`src/rtl/fp_addsub_pkg.sv`:
```
// rtl/fp_addsub_pkg.sv - shared width, op encoding and tag type for the FP add/sub arbiter
package fp_addsub_pkg;

    localparam int WIDTH = 32;

    typedef enum logic {
        FP_ADD = 1'b0,
        FP_SUB = 1'b1
    } fp_op_e;

    // One in-flight operation: occupied flag plus the requester that issued it
    typedef struct packed {
        logic valid;
        logic id;
    } fpas_tag_t;

endpackage

```
`src/rtl/fp_addsub_arbiter_if.sv`:
```
// rtl/fp_addsub_arbiter_if.sv - request, core and response signal bundle for the FP add/sub arbiter
interface fp_addsub_arbiter_if #(
    parameter int WIDTH = 32
);
    logic             req0_valid;
    logic             req1_valid;
    logic             req0_ready;
    logic             req1_ready;
    logic [WIDTH-1:0] req0_a;
    logic [WIDTH-1:0] req0_b;
    logic [WIDTH-1:0] req1_a;
    logic [WIDTH-1:0] req1_b;
    logic             req0_op;
    logic             req1_op;
    logic [WIDTH-1:0] fpu_a;
    logic [WIDTH-1:0] fpu_b;
    logic             fpu_op;
    logic [WIDTH-1:0] fpu_result;
    logic             rsp0_valid;
    logic             rsp1_valid;
    logic [WIDTH-1:0] rsp0_data;
    logic [WIDTH-1:0] rsp1_data;
    logic             busy;
    logic [15:0]      grant_cnt0;
    logic [15:0]      grant_cnt1;

    modport slave (
        input  req0_valid, req1_valid, req0_a, req0_b, req1_a, req1_b,
               req0_op, req1_op, fpu_result,
        output req0_ready, req1_ready, fpu_a, fpu_b, fpu_op,
               rsp0_valid, rsp1_valid, rsp0_data, rsp1_data,
               busy, grant_cnt0, grant_cnt1
    );

    modport master (
        output req0_valid, req1_valid, req0_a, req0_b, req1_a, req1_b,
               req0_op, req1_op, fpu_result,
        input  req0_ready, req1_ready, fpu_a, fpu_b, fpu_op,
               rsp0_valid, rsp1_valid, rsp0_data, rsp1_data,
               busy, grant_cnt0, grant_cnt1
    );

endinterface

```
`src/rtl/fpas_tag_pipe.sv`:
```
// rtl/fpas_tag_pipe.sv - shift register tracking which requester owns each in-flight core operation
module fpas_tag_pipe
    import fp_addsub_pkg::*;
#(
    parameter int DEPTH = 2
) (
    input  logic      clk,
    input  logic      reset,
    input  fpas_tag_t tag_in,
    output fpas_tag_t tag_out,
    output logic      any_valid
);

    fpas_tag_t stage [DEPTH];

    // Advance every tag one slot per cycle; reset empties the whole pipe
    always_ff @(posedge clk or negedge reset) begin
        if (!reset) begin
            for (int i = 0; i < DEPTH; i++) begin
                stage[i] <= '0;
            end
        end else begin
            stage[0] <= tag_in;
            for (int i = 1; i < DEPTH; i++) begin
                stage[i] <= stage[i-1];
            end
        end
    end

    // Pipe is occupied if any slot holds a live tag
    always_comb begin
        any_valid = 1'b0;
        for (int i = 0; i < DEPTH; i++) begin
            any_valid = any_valid | stage[i].valid;
        end
    end

    assign tag_out = stage[DEPTH-1];

endmodule

```
`src/rtl/fp_addsub_arbiter.sv`:
```
// rtl/fp_addsub_arbiter.sv - two-requester round-robin front end for a pipelined FP add/sub core (optional stats: FP_ADDSUB_ARB_STATS_EN)
module fp_addsub_arbiter
    import fp_addsub_pkg::*;
#(
    parameter int WIDTH   = fp_addsub_pkg::WIDTH,
    parameter int LATENCY = 1
) (
    input logic              clk,
    input logic              reset,
    fp_addsub_arbiter_if.slave bus
);

    // LATENCY is expected in 1..4; the tag pipe spans the operand register plus the core
    localparam int TAG_DEPTH = LATENCY + 1;

    logic             prio;      // 0: req0 wins a tie, 1: req1 wins a tie
    logic             ready0;
    logic             ready1;
    logic             xfer;
    logic             win_id;
    logic [WIDTH-1:0] fpu_a_q;
    logic [WIDTH-1:0] fpu_b_q;
    logic             fpu_op_q;
    fpas_tag_t        tag_in;
    fpas_tag_t        tag_out;
    logic             pipe_busy;

    // Grant from the valids and pointer only; held off entirely while in reset
    always_comb begin
        ready0 = reset & bus.req0_valid & (~bus.req1_valid | ~prio);
        ready1 = reset & bus.req1_valid & (~bus.req0_valid |  prio);
        xfer   = ready0 | ready1;
        win_id = ready1;
        tag_in.valid = xfer;
        tag_in.id    = win_id;
    end

    // Capture the winner's operands and hand the tie-break to the other requester
    always_ff @(posedge clk or negedge reset) begin
        if (!reset) begin
            fpu_a_q  <= '0;
            fpu_b_q  <= '0;
            fpu_op_q <= FP_ADD;
            prio     <= 1'b0;
        end else if (xfer) begin
            fpu_a_q  <= win_id ? bus.req1_a  : bus.req0_a;
            fpu_b_q  <= win_id ? bus.req1_b  : bus.req0_b;
            fpu_op_q <= win_id ? bus.req1_op : bus.req0_op;
            prio     <= ~win_id;
        end
    end

    fpas_tag_pipe #(
        .DEPTH (TAG_DEPTH)
    ) u_tag_pipe (
        .clk       (clk),
        .reset     (reset),
        .tag_in    (tag_in),
        .tag_out   (tag_out),
        .any_valid (pipe_busy)
    );

    assign bus.req0_ready = ready0;
    assign bus.req1_ready = ready1;
    assign bus.fpu_a      = fpu_a_q;
    assign bus.fpu_b      = fpu_b_q;
    assign bus.fpu_op     = fpu_op_q;
    assign bus.rsp0_valid = tag_out.valid & ~tag_out.id;
    assign bus.rsp1_valid = tag_out.valid &  tag_out.id;
    assign bus.rsp0_data  = bus.fpu_result;
    assign bus.rsp1_data  = bus.fpu_result;
    assign bus.busy       = pipe_busy;

`ifdef FP_ADDSUB_ARB_STATS_EN
    logic [15:0] cnt0_q;
    logic [15:0] cnt1_q;

    // Saturating per-requester count of accepted operations
    always_ff @(posedge clk or negedge reset) begin
        if (!reset) begin
            cnt0_q <= '0;
            cnt1_q <= '0;
        end else begin
            if (ready0 && cnt0_q != 16'hFFFF) begin
                cnt0_q <= cnt0_q + 16'd1;
            end
            if (ready1 && cnt1_q != 16'hFFFF) begin
                cnt1_q <= cnt1_q + 16'd1;
            end
        end
    end

    assign bus.grant_cnt0 = cnt0_q;
    assign bus.grant_cnt1 = cnt1_q;
`else
    assign bus.grant_cnt0 = 16'h0000;
    assign bus.grant_cnt1 = 16'h0000;
`endif

endmodule
```
`src/flat_wrapper.sv`:
```
// flat-port wrapper written by rule: the top's interface ports become plain ports
module fp_addsub_arbiter_flat import fp_addsub_pkg::*;
#(
    parameter int WIDTH   = fp_addsub_pkg::WIDTH,
    parameter int LATENCY = 1
)
  (clk, reset, bus_req0_valid, bus_req1_valid, bus_req0_a, bus_req0_b, bus_req1_a, bus_req1_b, bus_req0_op, bus_req1_op, bus_fpu_result, bus_req0_ready, bus_req1_ready, bus_fpu_a, bus_fpu_b, bus_fpu_op, bus_rsp0_valid, bus_rsp1_valid, bus_rsp0_data, bus_rsp1_data, bus_busy, bus_grant_cnt0, bus_grant_cnt1);
  fp_addsub_arbiter_if #(.WIDTH(WIDTH)) bus_i ();
  input logic clk;
  input logic reset;
  input wire logic [$bits(bus_i.req0_valid)-1:0] bus_req0_valid;
  input wire logic [$bits(bus_i.req1_valid)-1:0] bus_req1_valid;
  input wire logic [$bits(bus_i.req0_a)-1:0] bus_req0_a;
  input wire logic [$bits(bus_i.req0_b)-1:0] bus_req0_b;
  input wire logic [$bits(bus_i.req1_a)-1:0] bus_req1_a;
  input wire logic [$bits(bus_i.req1_b)-1:0] bus_req1_b;
  input wire logic [$bits(bus_i.req0_op)-1:0] bus_req0_op;
  input wire logic [$bits(bus_i.req1_op)-1:0] bus_req1_op;
  input wire logic [$bits(bus_i.fpu_result)-1:0] bus_fpu_result;
  output wire logic [$bits(bus_i.req0_ready)-1:0] bus_req0_ready;
  output wire logic [$bits(bus_i.req1_ready)-1:0] bus_req1_ready;
  output wire logic [$bits(bus_i.fpu_a)-1:0] bus_fpu_a;
  output wire logic [$bits(bus_i.fpu_b)-1:0] bus_fpu_b;
  output wire logic [$bits(bus_i.fpu_op)-1:0] bus_fpu_op;
  output wire logic [$bits(bus_i.rsp0_valid)-1:0] bus_rsp0_valid;
  output wire logic [$bits(bus_i.rsp1_valid)-1:0] bus_rsp1_valid;
  output wire logic [$bits(bus_i.rsp0_data)-1:0] bus_rsp0_data;
  output wire logic [$bits(bus_i.rsp1_data)-1:0] bus_rsp1_data;
  output wire logic [$bits(bus_i.busy)-1:0] bus_busy;
  output wire logic [$bits(bus_i.grant_cnt0)-1:0] bus_grant_cnt0;
  output wire logic [$bits(bus_i.grant_cnt1)-1:0] bus_grant_cnt1;
  assign bus_i.req0_valid = bus_req0_valid;
  assign bus_i.req1_valid = bus_req1_valid;
  assign bus_i.req0_a = bus_req0_a;
  assign bus_i.req0_b = bus_req0_b;
  assign bus_i.req1_a = bus_req1_a;
  assign bus_i.req1_b = bus_req1_b;
  assign bus_i.req0_op = bus_req0_op;
  assign bus_i.req1_op = bus_req1_op;
  assign bus_i.fpu_result = bus_fpu_result;
  assign bus_req0_ready = bus_i.req0_ready;
  assign bus_req1_ready = bus_i.req1_ready;
  assign bus_fpu_a = bus_i.fpu_a;
  assign bus_fpu_b = bus_i.fpu_b;
  assign bus_fpu_op = bus_i.fpu_op;
  assign bus_rsp0_valid = bus_i.rsp0_valid;
  assign bus_rsp1_valid = bus_i.rsp1_valid;
  assign bus_rsp0_data = bus_i.rsp0_data;
  assign bus_rsp1_data = bus_i.rsp1_data;
  assign bus_busy = bus_i.busy;
  assign bus_grant_cnt0 = bus_i.grant_cnt0;
  assign bus_grant_cnt1 = bus_i.grant_cnt1;
  fp_addsub_arbiter #(.WIDTH(WIDTH), .LATENCY(LATENCY)) u_core (.clk(clk), .reset(reset), .bus(bus_i));
endmodule
```
`config.mk`:
```
export PLATFORM = sky130hd
export DESIGN_NAME = fp_addsub_arbiter_flat
export DESIGN_NICKNAME = d
export VERILOG_FILES = /design/src/rtl/fp_addsub_pkg.sv /design/src/rtl/fp_addsub_arbiter_if.sv /design/src/rtl/fpas_tag_pipe.sv /design/src/rtl/fp_addsub_arbiter.sv /design/src/flat_wrapper.sv
export SDC_FILE = /design/constraint.sdc
export NUM_CORES = 1
export LEC_CHECK = 0
export CORE_AREA = 5 5 126 128
export CTS_CLUSTER_DIAMETER = 200
export DETAILED_ROUTE_END_ITERATION = 10
export DIE_AREA = 0 0 131 133
export GPL_TIMING_DRIVEN = 1
export PLACE_DENSITY_LB_ADDON = 0.05
export REMOVE_ABC_BUFFERS = 1
export SLEW_MARGIN = 30
export SYNTH_ARGS = -nofsm -noshare
export SYNTH_HDL_FRONTEND = slang
export SYNTH_SLANG_ARGS = --single-unit
```
`constraint.sdc`:
```
create_clock -name clk -period 3.62 [get_ports clk]
set_input_delay 0.724 -clock clk [delete_from_list [all_inputs] [get_ports clk]]
set_output_delay 0.724 -clock clk [all_outputs]
set_load 0.03 [all_outputs]
```
[Word level (Yosys, flattened, before mapping)]
Cells that the tools add are included.
Word-level totals
  flip-flop bits (word level): 70
  bits of input ports: 166
  output and inout port bits: 166
  logic and storage cells: 26
Operators by class
  multiplexer cells: 3
  bitwise logic cells: 15
Operators with widths (count)
  32-bit 2-to-1 mux: 2
  1-bit bitwise AND: 6
  1-bit inverter: 5
  1-bit OR: 4
  1-bit 2-to-1 mux: 1

[Longest topological paths before layout]
Gate-level depths: netlist (run 1).
  depth after elaboration: 4
  depth in mapped cells: 6

[Cells and area by module]
From an unflattened synthesis (run 1), not the netlist that was laid out.
Second synthesis, totals
  cell total of the unflattened synthesis: 482
  area, all modules: 4438.0 um^2
Modules (own cells, without submodules)
  fp_addsub_arbiter: instances 1, cells an instance 475, area each 4316.6 um^2
  fpas_tag_pipe: instances 1, cells an instance 7, area each 121.4 um^2

[Worst setup path after synthesis (run 1)]
OpenSTA, ideal clock, no wires.
  path kind: input port to output port
  from: in bus_req1_valid
  to: out bus_req1_ready
  arrival: 1553 ps
  required time: 2896 ps
  path slack: 1343 ps
  stages on the path: 4
  path buffers: 2
  path through: nand2_1 buf_2 buf_2 nor2_1
On the way
  longest elaborated chain between the ends: 2
RTL lines
  from (decl): RTL line flat_wrapper.sv:12  | input wire logic [$bits(bus_i.req1_valid)-1:0] bus_req1_valid;
  1-bit bitwise AND (2 in series): RTL line fp_addsub_arbiter.sv:31  | ready1 = reset & bus.req1_valid & (~bus.req0_valid | prio);
  to (decl): RTL line flat_wrapper.sv:21  | output wire logic [$bits(bus_i.req1_ready)-1:0] bus_req1_ready;
Every way passes these cells.

[Worst setup path in the final report (run 1)]
  from: in bus_req0_valid
  to: out bus_req0_ready
On the way
  longest elaborated chain between the ends: 2
RTL lines
  from (decl): RTL line flat_wrapper.sv:11  | input wire logic [$bits(bus_i.req0_valid)-1:0] bus_req0_valid;
  1-bit bitwise AND (2 in series): RTL line fp_addsub_arbiter.sv:30  | ready0 = reset & bus.req0_valid & (~bus.req1_valid | ~prio);
  to (decl): RTL line flat_wrapper.sv:20  | output wire logic [$bits(bus_i.req0_ready)-1:0] bus_req0_ready;
Every way passes these cells.

==> results.cfg, run 1 <==
[status]
outcome = completed

[die]
dieArea_um2 = 17400
die-height_um = 133
core_um2 = 14800
ios = 332
core.rowCount = 45
start_util = 0.277
fp.dieW_um = 131

[clock_network]
htreeDepth = 3
cts_resized = 0
cts_tree = built
cts_root_buffer = clkbuf_16
cts_sinks = 70
cts_buffers = 9
cts_hold_buf = 0
clockBufferDepth = 2
clk_latency_ns = 0.33
clk_pin_slew_ns = 0.06
postCtsSetupBuffers = 0

[placed_design]
io_buffers = 203
post-place-cells = 774
place_congestion = 0.749
hpwl_um = 11300
place_area_um2 = 5620

[timing]
rsz0062_at_grt = no
whs_ns = 0.191
timing.final.crit_share = 0.799
relSlewSlack = 0.483
clock.fmax_ghz = 0.346
finalCriticalPeriod_ns = 2.89
final-hold-violation-count = 0
setup_tns_ns = 0
worst_slew_pin_slew_ns = 0.775
finalClockSkew_ns = 0.00499
setup_violations = 0
finalMaxSlewViolations = 0

[grt]
grt_pass1_wl_um = 23300
grt_max_degree = 70
grt_pass1_vias = 3776
overflow = 0
antenna_found_initial = 0
grt.total_usage = 0.179

[layout]
fillers = 1516
antennaDiodeCount = 0
postLayoutCellArea_um2 = 5880
area_growth_pct = 44.3
drive_above_1_share = 0.0466
stdcell_count = 789
nets = 763

[critical_path]
cp_max_fo = 4
cp-end-kind = output port
crit_path_start_kind = input port
cp.required_ns = 2.90
crit_arrival_ns = 2.17
critPathKind = in -> out

[detailed_routing]
antenna_left = 0
drt-initial-drc-count = 193
drc_errors = 0
drt_first_pass_iters = 4
vias_per_cell = 4.81
finalWirelength_um = 16200
num_vias = 3795
post_drt_wl_per_cell_um = 20.6

[synthesis]
seq_area_frac_synth = 0.429
synth_edf_count = 0
ys_ff_latch = 70
synth.avg_cell_area_um2 = 8.44
synthCells = 483
async_reset_ff_frac = 1.00
syn_area_um2 = 4080
yosysTopAreaCell = dfrtp_1
yosysWarnings = 0
synth_area_leaders = dfrtp_1 (43%), buf_4 (20%), a31oi_1 (10%), nand3_1 (8.0%), o21ai_0 (7.2%)
synthFlopType = dfrtp_1
synth_top_area_frac = 0.429
synth_cell_types = 19

[power_and_ir_drop]
peakVddDrop_v = 0.000208
p_leak_nw = 2.25
power_mw = 2.70
powerDensity_nw_per_um2 = 460

[job]
cap_violations = 0

[min_path]
min_path_type = in -> async
## sequential cells by signal, indices dropped and copies added (netlist names)
signal	count
u_core.bus.fpu_b	32
u_core.u_tag_pipe.tag_out	2
u_core.bus.fpu_op	1
u_core.u_tag_pipe.stage	2
u_core.prio	1
u_core.bus.fpu_a	32
## cell type report
cell class / instances / area, µm² / share of cell area
multi-input combinational: 305 / 1510 / 0.257
clock buffer: 14 / 264 / 0.0449
sequential: 70 / 1750 / 0.298
clock inverter: 1 / 5.00 / 0.000851
timing repair buffer: 211 / 2120 / 0.360
tap: 188 / 235 / 0.0400
## logic make-up after synthesis
family | count (synthesis) | share of synthesized area
AOI/OAI and AO/OA | 133 | 0.184
buffers and inverters | 139 | 0.233
and+or+nand+nor | 140 | 0.153
other | 1 | 0.000919
DFF | 70 | 0.429
## per-layer routing
| metal | vias up | GRT usage | wire length (µm) |
|---|---|---|---|
| li1 | 1781 | - | - |
| met3 | 15 | 0.0985 | 2260 |
| met5 | - | 0.0441 | 68 |
| met4 | 2 | 0.0560 | 229 |
| met2 | 235 | 0.230 | 6570 |
| met1 | 1762 | 0.248 | 7090 |
## path summary, 6_finish.rpt
kind	to	depth (start not counted)	from	slack [ns]
worst max-delay path	bus_req0_ready	4	bus_req0_valid	0.73
worst min-delay path	u_core.prio$_DFFE_PN0P_	1	reset	0.19
worst max register to register	u_core.bus.fpu_a[23]$_DFFE_PN0P_	4	u_core.prio$_DFFE_PN0P_	1.82
worst min register to register	u_core.u_tag_pipe.tag_out[0]$_DFF_PN0_	0	u_core.u_tag_pipe.stage[2]$_DFF_PN0_	0.35
max in group asynchronous	u_core.bus.fpu_a[2]$_DFFE_PN0P_	2	reset	2.53
min in group clk	u_core.u_tag_pipe.tag_out[0]$_DFF_PN0_	0	u_core.u_tag_pipe.stage[2]$_DFF_PN0_	0.35
## report_power, final
part / leakage, nW / internal [mW] / switching, mW
Sequential: 0.788 / 0.891 / 0.0585
Clock: 0.133 / 0.497 / 0.322
Combinational: 1.33 / 0.397 / 0.538
Total: 2.25 / 1.79 / 0.919
## Yosys cell counts (all sizes together), types with 2 or more instances
| master | number |
|---|---|
| buf | 126 |
| dfrtp | 70 |
| nor2 | 66 |
| o21ai | 66 |
| a31oi | 65 |
| nand3 | 65 |
| clkbuf | 13 |
| nand2 | 3 |
| and2 | 2 |
| nor2b | 2 |
## cell usage in the layout, fill, tap and decap left out, types with 3 or more instances in the layout
cell type,netlist,final
dfrtp_1,70,70
conb_1,1,32
nand3_1,65,65
clkbuf_16,0,9
a31oi_1,65,65
o21ai_1,7,7
clkbuf_1,11,3
nor2_1,66,66
buf_4,107,7
o21ai_0,59,59
clkdlybuf4s50_1,0,201
## stage by stage
step | utilization | setup WS (ns)
after global placement | 0.380 | 0.731
after CTS | 0.399 | 0.720
after floorplan | - | 0.359
after global routing | 0.399 | 0.650
final | 0.399 | 0.728
after detailed placement | 0.381 | 0.726
## worst max-delay path, stage by stage
cell             delay [ns]
clkdlybuf4s50_1        0.55
nand2_1                0.09
a21oi_1                0.12
clkdlybuf4s50_1        0.68
Power figures use the tool's default switching activity.
==> inputs of run 2 (changes only) <==
CORE_AREA = 5 5 127 129   (was 5 5 126 128)
DIE_AREA = 0 0 132 134   (was 0 0 131 133)
clock period = 2.5 ns   (was 3.62 ns; I/O delays follow)
==> results.cfg, run 2 (same netlist as run 1, synthesis figures left out) <==
[timing]
relSlewSlack = 0.552
whs_ns = 0.212
worst_slew_pin_slew_ns = 0.673
final-hold-violation-count = 0
finalMaxSlewViolations = 0
clock.fmax_ghz = 0.462
timing.final.crit_share = 0.866
rsz0062_at_grt = no
setup_violations = 0
finalClockSkew_ns = 0.00377
finalCriticalPeriod_ns = 2.16

[die]
ios = 332
die-height_um = 134
core_um2 = 14900
core.rowCount = 45
fp.dieW_um = 132
start_util = 0.273
dieArea_um2 = 17700

[grt]
grt_pass1_wl_um = 22900
antenna_found_initial = 0
grt_pass1_vias = 3698
grt.total_usage = 0.167
overflow = 0
grt_max_degree = 66

[placed_design]
post-place-cells = 778
place_congestion = 0.722
hpwl_um = 11100
io_buffers = 203

[job]
cap_violations = 0

[detailed_routing]
finalWirelength_um = 15500
drt-initial-drc-count = 278
vias_per_cell = 4.80
antenna_left = 0
drc_errors = 0
drt_first_pass_iters = 4
post_drt_wl_per_cell_um = 19.5
num_vias = 3813

[critical_path]
critPathTopFamily = buffers and inverters
cp_max_fo = 4
cp.required_ns = 2.00
cp-end-kind = output port
critPathKind = in -> out
crit_buf_inv = 2
crit_cells = 4
reg2reg_slack_ns = 1.17
cpPeakStageDelay_ns = 0.49
crit_path_start_kind = input port
crit_chain = clkdlybuf4s50_1 -> nor2b_4 -> nor2_1 -> buf_4
crit_arrival_ns = 1.66
crit_path_top_delay_cell = clkdlybuf4s50_1
r2r_cells = 4

[clock_network]
cts_hold_buf = 0
clockBufferDepth = 2
clk_pin_slew_ns = 0.06
cts_tree = built
clk_latency_ns = 0.33
postCtsSetupBuffers = 0
cts_sinks = 70
cts_root_buffer = clkbuf_16
cts_buffers = 9
cts_resized = 0
htreeDepth = 3

[power_and_ir_drop]
powerDensity_nw_per_um2 = 670
p_leak_nw = 2.29
peakVddDrop_v = 0.000350

[status]
outcome = completed

[layout]
nets = 767
stdcell_count = 794
layout_commonest_cell = clkdlybuf4s50_1
area_growth_pct = 46.3
layout_common_cells = clkdlybuf4s50_1 (200), dfrtp_1 (70), nor2_1 (66)
antennaDiodeCount = 0
drive_above_1_share = 0.0611

[min_path]
min_path_type = in -> async
## run 2: cell types whose count changed in the layout (fill, tap and decap cells not counted)
cell             before  now
clkbuf_8              2    0
clkinv_2              1    4
bufinv_16             0    1
buf_6                 1    0
buf_4                 7   10
clkinvlp_4            0    2
clkdlybuf4s50_1     201  200
clkbuf_1              3    0
buf_12                2    5
## run 2: worst paths after layout
path,startpoint,end
worst max-delay path,bus_req0_valid,bus_req1_ready
worst min-delay path,reset,u_core.bus.fpu_a[26]$_DFFE_PN0P_
worst min register to register,u_core.u_tag_pipe.stage[2]$_DFF_PN0_,u_core.u_tag_pipe.tag_out[0]$_DFF_PN0_
min in group clk,u_core.u_tag_pipe.stage[2]$_DFF_PN0_,u_core.u_tag_pipe.tag_out[0]$_DFF_PN0_
max in group asynchronous,reset,u_core.bus.fpu_b[13]$_DFFE_PN0P_
worst max register to register,u_core.prio$_DFFE_PN0P_,u_core.bus.fpu_a[3]$_DFFE_PN0P_
## run 2: layout make-up
| class | count | area (µm²) |
|---|---|---|
| Clock buffer | 9 | 225 |
| Sequential cell | 70 | 1750 |
| Tap cell | 188 | 235 |
| Timing Repair Buffer | 215 | 2180 |
| Multi-Input combinational cell | 305 | 1510 |
| Fill cell | 1516 | 8950 |
| Clock inverter | 7 | 65.1 |
## run 2: worst reg2reg max path: stages (launching register included)
cell and delay, ns:
dfrtp_1 0.43, nand2b_2 0.19, buf_4 0.32, nand3_1 0.13, a31oi_1 0.19
## run 2: stage by stage
| step | power (mW) | setup WS (ns) | TNS [ns] | util | cell area, µm² |
|---|---|---|---|---|---|
| after floorplan | 2.06 | -0.537 | -35.39 | - | 3250 |
| after global placement | 2.78 | 0.286 | 0 | 0.380 | 5680 |
| after detailed placement | 2.78 | 0.265 | 0 | 0.380 | 5680 |
| after CTS | 4.08 | 0.262 | 0 | 0.400 | 5970 |
| after global routing | 4.20 | 0.248 | 0 | 0.400 | 5970 |
| final | 4.00 | 0.335 | 0 | 0.400 | 5970 |
## run 2: layer usage
| layer | GRT usage | part of all wire | vias to the layer above |
|---|---|---|---|
| met1 | 0.225 | 0.44 | 1744 |
| met3 | 0.0934 | 0.13 | 19 |
| met4 | 0.0566 | 0.017 | 2 |
| met5 | 0.0361 | 0.0032 | - |
| met2 | 0.218 | 0.40 | 261 |
| li1 | - | - | 1787 |
## run 2: power by group
group | internal, mW | leakage (nW) | switching, mW
registers | 1.29 | 0.788 | 0.0840
clock network | 0.764 | 0.141 | 0.489
logic | 0.591 | 1.36 | 0.779
==> inputs of run 3 (changes only) <==
ABC_CLOCK_PERIOD_IN_PS = 2500   (was not set)
==> results of run 3 <==
No change in the layout: final DEF, timing and power equal those of run 2.
